===== src/rtl/flow_pkg.sv =====
// Shared types and arithmetic helpers for the streaming flow blocks.
// Latency: none (types and pure functions only).
// Backpressure: not applicable.
package flow_pkg;

    // Block/frame sideband that travels unchanged alongside each beat.
    typedef struct packed {
        logic sob;
        logic eob;
        logic sof;
    } flow_side_t;

    // Clamp result: flag plus the clamped value (only the low bits are consumed).
    typedef struct packed {
        logic        sat;
        logic [63:0] val;
    } flow_sat_t;

    // Add one half LSB of the discarded bits, then arithmetic shift.
    // This rounds exact halves toward +infinity.
    function automatic logic signed [63:0] flow_round_shift(
        input logic signed [63:0] p,
        input int                 shift
    );
        logic signed [63:0] r;
        if (shift > 0) begin
            r = (p + (64'sd1 <<< (shift - 1))) >>> shift;
        end else begin
            r = p;
        end
        return r;
    endfunction

    // Clamp a signed value into the out_w-bit two's-complement range.
    function automatic flow_sat_t flow_sat(
        input logic signed [63:0] r,
        input int                 out_w
    );
        logic signed [63:0] hi;
        logic signed [63:0] lo;
        flow_sat_t          s;
        hi    = (64'sd1 <<< (out_w - 1)) - 64'sd1;
        lo    = -(64'sd1 <<< (out_w - 1));
        s.sat = 1'b0;
        s.val = r;
        if (r > hi) begin
            s.sat = 1'b1;
            s.val = hi;
        end else if (r < lo) begin
            s.sat = 1'b1;
            s.val = lo;
        end
        return s;
    endfunction

endpackage


===== src/rtl/flow_skid.sv =====
// Generic 2-entry valid/ready skid buffer with a registered ready.
// Latency: 1 cycle from input transfer to out_valid.
// Backpressure: a beat arriving while main is stalled lands in spare; ready drops the next cycle.
module flow_skid #(
    parameter int W = 8
) (
    input  logic         clk,
    input  logic         rst_n,
    input  logic         in_valid,
    output logic         in_ready,
    input  logic [W-1:0] in_data,
    output logic         out_valid,
    input  logic         out_ready,
    output logic [W-1:0] out_data
);

    logic         main_vld;
    logic         spare_vld;
    logic         spare_next;
    logic         rdy;
    logic [W-1:0] main_dat;
    logic [W-1:0] spare_dat;
    logic         push;
    logic         pop;

    assign push      = in_valid && rdy;
    assign pop       = main_vld && out_ready;
    assign in_ready  = rdy;
    assign out_valid = main_vld;
    assign out_data  = main_dat;

    // Spare occupancy after this edge; ready is its registered inverse.
    always_comb begin
        spare_next = spare_vld;
        if (!main_vld || pop) begin
            spare_next = spare_vld && push;
        end else if (push) begin
            spare_next = 1'b1;
        end
    end

    // Main/spare entries: refill main from spare first to keep beat order.
    always_ff @(posedge clk or negedge rst_n) begin
        if (!rst_n) begin
            main_vld  <= 1'b0;
            spare_vld <= 1'b0;
            main_dat  <= '0;
            spare_dat <= '0;
            rdy       <= 1'b1;
        end else begin
            if (!main_vld || pop) begin
                if (spare_vld) begin
                    main_vld <= 1'b1;
                    main_dat <= spare_dat;
                    if (push) begin
                        spare_dat <= in_data;
                    end
                end else begin
                    main_vld <= push;
                    if (push) begin
                        main_dat <= in_data;
                    end
                end
            end else if (push) begin
                spare_dat <= in_data;
            end
            spare_vld <= spare_next;
            rdy       <= !spare_next;
        end
    end

endmodule


===== src/rtl/flow_quant_mult.sv =====
// N-lane signed x unsigned multiply, round-half-up shift and narrow (clamp when FLOW_QUANT_SAT_EN, else wrap).
// Latency: PIPE cycles (PIPE-1 lock-step arithmetic stages plus a 2-entry skid output).
// Backpressure: full valid/ready; in_ready is the skid's registered ready, stages hold while it is low.
module flow_quant_mult
    import flow_pkg::*;
#(
    parameter int N      = 2,
    parameter int DATA_W = 16,
    parameter int MULT_W = 10,
    parameter int SHIFT  = 8,
    parameter int OUT_W  = 12,
    parameter int PIPE   = 4
) (
    input  logic                        clk,
    input  logic                        rst_n,
    input  logic                        in_valid,
    output logic                        in_ready,
    input  logic [N-1:0][DATA_W-1:0]    in_data,
    input  logic [N-1:0][MULT_W-1:0]    in_mult,
    input  logic                        in_sob,
    input  logic                        in_eob,
    input  logic                        in_sof,
    output logic                        out_valid,
    input  logic                        out_ready,
    output logic [N-1:0][OUT_W-1:0]     out_data,
    output logic [N-1:0]                out_sat,
    output logic                        out_sob,
    output logic                        out_eob,
    output logic                        out_sof
);

    localparam int PW = $bits(flow_side_t) + N + N * OUT_W;

    logic [N-1:0][OUT_W-1:0] lane_dat;
    logic [N-1:0]            lane_sat;
    logic [PW-1:0]           new_pay;
    logic [PIPE-2:0]         stg_vld;
    logic [PIPE-2:0][PW-1:0] stg_pay;
    logic                    skid_rdy;
    logic [PW-1:0]           skid_dat;
`ifdef FLOW_QUANT_SAT_EN
    flow_sat_t               lane_clamp;
`endif

    // Full-precision signed product, then rounded shift.
    function automatic logic signed [63:0] lane_round(
        input logic [DATA_W-1:0] d,
        input logic [MULT_W-1:0] m
    );
        logic signed [DATA_W+MULT_W:0] p;
        logic signed [63:0]            p64;
        p   = $signed(d) * $signed({1'b0, m});
        p64 = p;
        return flow_round_shift(p64, SHIFT);
    endfunction

    // Per-lane arithmetic feeding the first stage.
    always_comb begin
        lane_dat = '0;
        lane_sat = '0;
`ifdef FLOW_QUANT_SAT_EN
        lane_clamp = '0;
`endif
        for (int i = 0; i < N; i++) begin
`ifdef FLOW_QUANT_SAT_EN
            lane_clamp  = flow_sat(lane_round(in_data[i], in_mult[i]), OUT_W);
            lane_dat[i] = lane_clamp.val[OUT_W-1:0];
            lane_sat[i] = lane_clamp.sat;
`else
            lane_dat[i] = OUT_W'(lane_round(in_data[i], in_mult[i]));
`endif
        end
    end

    assign new_pay  = {in_sob, in_eob, in_sof, lane_sat, lane_dat};
    assign in_ready = skid_rdy;

    // Lock-step stage chain: everything moves only when the skid can take a beat.
    always_ff @(posedge clk or negedge rst_n) begin
        if (!rst_n) begin
            stg_vld <= '0;
            stg_pay <= '0;
        end else if (skid_rdy) begin
            stg_vld[0] <= in_valid;
            stg_pay[0] <= new_pay;
            for (int s = 1; s < PIPE - 1; s++) begin
                stg_vld[s] <= stg_vld[s-1];
                stg_pay[s] <= stg_pay[s-1];
            end
        end
    end

    flow_skid #(
        .W (PW)
    ) u_skid (
        .clk       (clk),
        .rst_n     (rst_n),
        .in_valid  (stg_vld[PIPE-2]),
        .in_ready  (skid_rdy),
        .in_data   (stg_pay[PIPE-2]),
        .out_valid (out_valid),
        .out_ready (out_ready),
        .out_data  (skid_dat)
    );

    assign {out_sob, out_eob, out_sof, out_sat, out_data} = skid_dat;

endmodule


===== config.mk =====
export PLATFORM = sky130hd
export DESIGN_NAME = flow_quant_mult
export DESIGN_NICKNAME = d
export VERILOG_FILES = /design/src/rtl/flow_pkg.sv /design/src/rtl/flow_skid.sv /design/src/rtl/flow_quant_mult.sv
export SDC_FILE = /design/constraint.sdc
export NUM_CORES = 1
export LEC_CHECK = 0
export ABC_AREA = 1
export CAP_MARGIN = 20
export CORE_ASPECT_RATIO = 1.5
export CORE_MARGIN = 5
export CORE_UTILIZATION = 50
export DETAILED_ROUTE_END_ITERATION = 12
export PLACE_DENSITY = 0.69
export SETUP_SLACK_MARGIN = 0.4
export SLEW_MARGIN = 40
export SYNTH_ARGS = -nofsm -noshare
export SYNTH_HDL_FRONTEND = slang
export SYNTH_SLANG_ARGS = --single-unit

===== constraint.sdc =====
create_clock -name clk -period 2.03 [get_ports clk]
set_clock_uncertainty 0.15 [all_clocks]
set_input_delay 0.203 -clock clk [delete_from_list [all_inputs] [get_ports clk]]
set_output_delay 0.203 -clock clk [all_outputs]
set_load 0.01 [all_outputs]

==> flow_metrics.env <==
export IMPL_rows=78
export IMPL_mostFrequentLayoutCell="nand2_1"
export IMPL_grt_overflow_total=0
export IMPL_io_pins=90
export IMPL_port_buffers=87
export IMPL_synth_async_reset_ratio=1.00
export IMPL_yosysUniqueCellTypes=38
export IMPL_grt_pass1_vias=14300
export IMPL_rsz0062_at_grt="yes"
export IMPL_synth_edf_count=0
export IMPL_cp_arrival_ns=4.43
export IMPL_cts_tree="done"
export IMPL_clock_fmax_mhz=234
export IMPL_crit_top_cell="fa_1"
export IMPL_core_region_area_um2=30400
export IMPL_fin_crit_ns=4.27
export IMPL_crit_required_ns=2.19
export IMPL_leakagePower_nw=11.7
export IMPL_cts_root_buf="clkbuf_16"
export IMPL_clk_latency_ns=0.42
export IMPL_avgViaCountPerCell=5.04
export IMPL_placedInstanceArea_um2=18200
export IMPL_fin_util=0.695
export IMPL_fin_ws_ns=-2.24
export IMPL_fin_crit_sh=2.11
export IMPL_top_layer="met4"
export IMPL_clock_sinks=141
export IMPL_antenna_found_initial=0
export IMPL_wl_met3_um=1340
export IMPL_drc_errors=0
export IMPL_yosysSeqAreaShare=0.230
export IMPL_worstSetupStartpointType="input port"
export IMPL_critical_path_slowest_cell="fa_1"
export IMPL_finalInstanceArea_um2=21100
export IMPL_placed_cells=2603
export IMPL_start_util=0.507
export IMPL_finalHoldViolations=0
export IMPL_clk_path_buf_depth=2
export IMPL_synth_main_ff_cell="dfrtp_1"
export IMPL_grt_start_max_net_pins=53
export IMPL_cts_buffers=17
export IMPL_num_antenna_cells=0
export IMPL_synthesis_area_um2=15400
export IMPL_met1_length_um=15000
export IMPL_htreeDepth=4
export IMPL_die_height_um=225
export IMPL_wl_um=41200
export IMPL_path_cells="buf_6, buf_6, buf_12, nand2_4, fa_1, fa_1, fa_1, inv_1, fa_1, inv_2, fa_1, inv_2, ha_4, a21o_1, a31oi_4, nand2_4, nand2_4, nand2_2, or2_1, nand3_2, nand2_1"
export IMPL_ant_nets=0
export IMPL_met2WireLength_um=22800
export IMPL_drive_gt1_frac=0.281
export IMPL_areaGrowthSynthToFinish_pct=37.2
export IMPL_grt_total_usage=0.225
export IMPL_min_path_type="input port to asynchronous set/reset pin"
export IMPL_worstSetupPathType="input port to register"
export IMPL_netlist_instances=2025
export IMPL_pwr_density_cell_nw_per_um2=1820
export IMPL_final_cell_mix="nand2_1, inv_1, buf_4"
export IMPL_setup_tns_ns=-50.94
export IMPL_outcome="finished with violations"
export IMPL_final_max_slew_viol_count=0
export IMPL_worstPathMaxFanout=4
export IMPL_r2r_slack_ns=0.31
export IMPL_gp_congestion=0.862
export IMPL_syn_area_per_cell_um2=7.59
export IMPL_drtIter0Drc=712
export IMPL_post_layout_nonfiller_instances=2729
export IMPL_irDropWorstVdd_mv=1.14
export IMPL_maxCapViolCount=0
export IMPL_setup_viol=24
export IMPL_die_w_um=153
export IMPL_wl_per_cell_um=15.1
export IMPL_place_hpwl_um=27700
export IMPL_drtPass1Iterations=5
export IMPL_grt_pass1_wl_um=64900
export IMPL_ys_ff_latch=141
export IMPL_clkTransAtPathRegs_ns=0.06
export IMPL_vias=13700
export IMPL_cpPeakStageDelay_ns=0.56
export IMPL_pre_cts_slack_ns=-3.15
export IMPL_worst_setup_path_end_kind="register"
export IMPL_final_nets=2689
export IMPL_violations="negative setup slack"
export IMPL_synth_warnings=0
export IMPL_design_die_area_um2=34400
metal layers:
| metal | up-vias | global-route usage |
|---|---|---|
| met2 | 368 | 0.426 |
| met1 | 6721 | 0.254 |
| met5 | - | 0 |
| met3 | 150 | 0.0233 |
| li1 | 6509 | - |
| met4 | 0 | 0.0984 |
cells by family after synthesis:
group,share of synthesized area
flops,0.230
simple gates,0.208
compound gates,0.0557
xor+xnor,0.00456
fa+ha+maj,0.354
buf+inv,0.148
other cells,0.000244
metrics by stage:
stage                     total power [W]  hold slack (ns)
final                              0.0384            0.116
after global routing               0.0419            0.150
after floorplan                    0.0201           -0.243
after CTS                          0.0336            0.117
after detailed placement           0.0276          -0.0138
after global placement             0.0270          -0.0176
worst max-delay path: cells and delay by family:
kind / cells / cell delay [ns]
AO/OA/AOI/OAI: 2 / 0.45
adder cells (fa/ha/maj): 6 / 2.69
buffers and inverters: 6 / 0.46
AND/OR/NAND/NOR: 7 / 0.63
cells in the mapped netlist, types with 3 or more instances:
cell type  instances  share of area
xor2_1             3         0.0017
nand2_2            6         0.0024
nand3_1           53          0.017
or2_1              3         0.0012
or2_2              4         0.0016
o21ai_0           76          0.025
a31oi_1           32          0.013
nor2_1            64          0.016
buf_4              7         0.0034
ha_1             112          0.091
inv_1            492           0.12
inv_2              6         0.0015
a21oi_1           32          0.010
o21bai_1           3         0.0015
clkbuf_1          64          0.016
nand4_1            4         0.0016
a21o_1             5         0.0024
xnor2_1            5         0.0028
fa_1             202           0.26
buf_2             14         0.0046
nand3b_1           5         0.0024
nor3_1             3        0.00098
nand2_1          671           0.16
dfrtp_1          140           0.23
sequential cells by signal, summed over array words and instances (netlist names):
| register | cells |
|---|---|
| stg_vld | 3 |
| u_skid.out_data | 27 |
| u_skid.out_valid | 1 |
| u_skid.spare_vld | 1 |
| u_skid.spare_dat | 27 |
| u_skid.in_ready | 1 |
| stg_pay | 81 |
where the power goes:
group | switching, W | internal [W] | total, W | leakage (nW)
logic | 0.0158 | 0.0142 | 0.0299 | 9.69
clock network | 0.00125 | 0.00190 | 0.00315 | 0.289
registers | 0.000953 | 0.00438 | 0.00533 | 1.68
total | 0.0180 | 0.0205 | 0.0384 | 11.7
cell type report:
cell class / instances / area, um2
flip-flops and latches: 141 / 3530
multi-input cells: 1295 / 11000
clock inverters: 13 / 155
inverters: 500 / 1910
fillers: 2304 / 9260
repair buffers: 360 / 3550
clock buffers: 19 / 453
repair inverters: 1 / 8.76
well taps: 400 / 500
worst paths after layout:
kind | from | to | depth (start not counted)
worst min register to register | stg_pay[9] | stg_pay[38] | 2
worst min-delay path | rst_n | u_skid.spare_dat[0] | 2
worst max register to register | u_skid.in_ready | u_skid.out_data[13] | 8
worst max-delay path | in_data[20] | stg_pay[17] | 21
min in group clk | in_sob | stg_pay[28] | 3
max in group asynchronous | rst_n | stg_pay[19] | 3
repair_timing:
action / CTS / global route
endpoints found under the setup margin: 107 / 104
hold buffers: 1 / 0
pin swaps: 145 / 134
gates resized for setup: 392 / 240
setup buffers: 48 / 23
hold endpoints to repair: 141 / 0
gates cloned: 13 / 9
(Power assumes the default switching activity.)
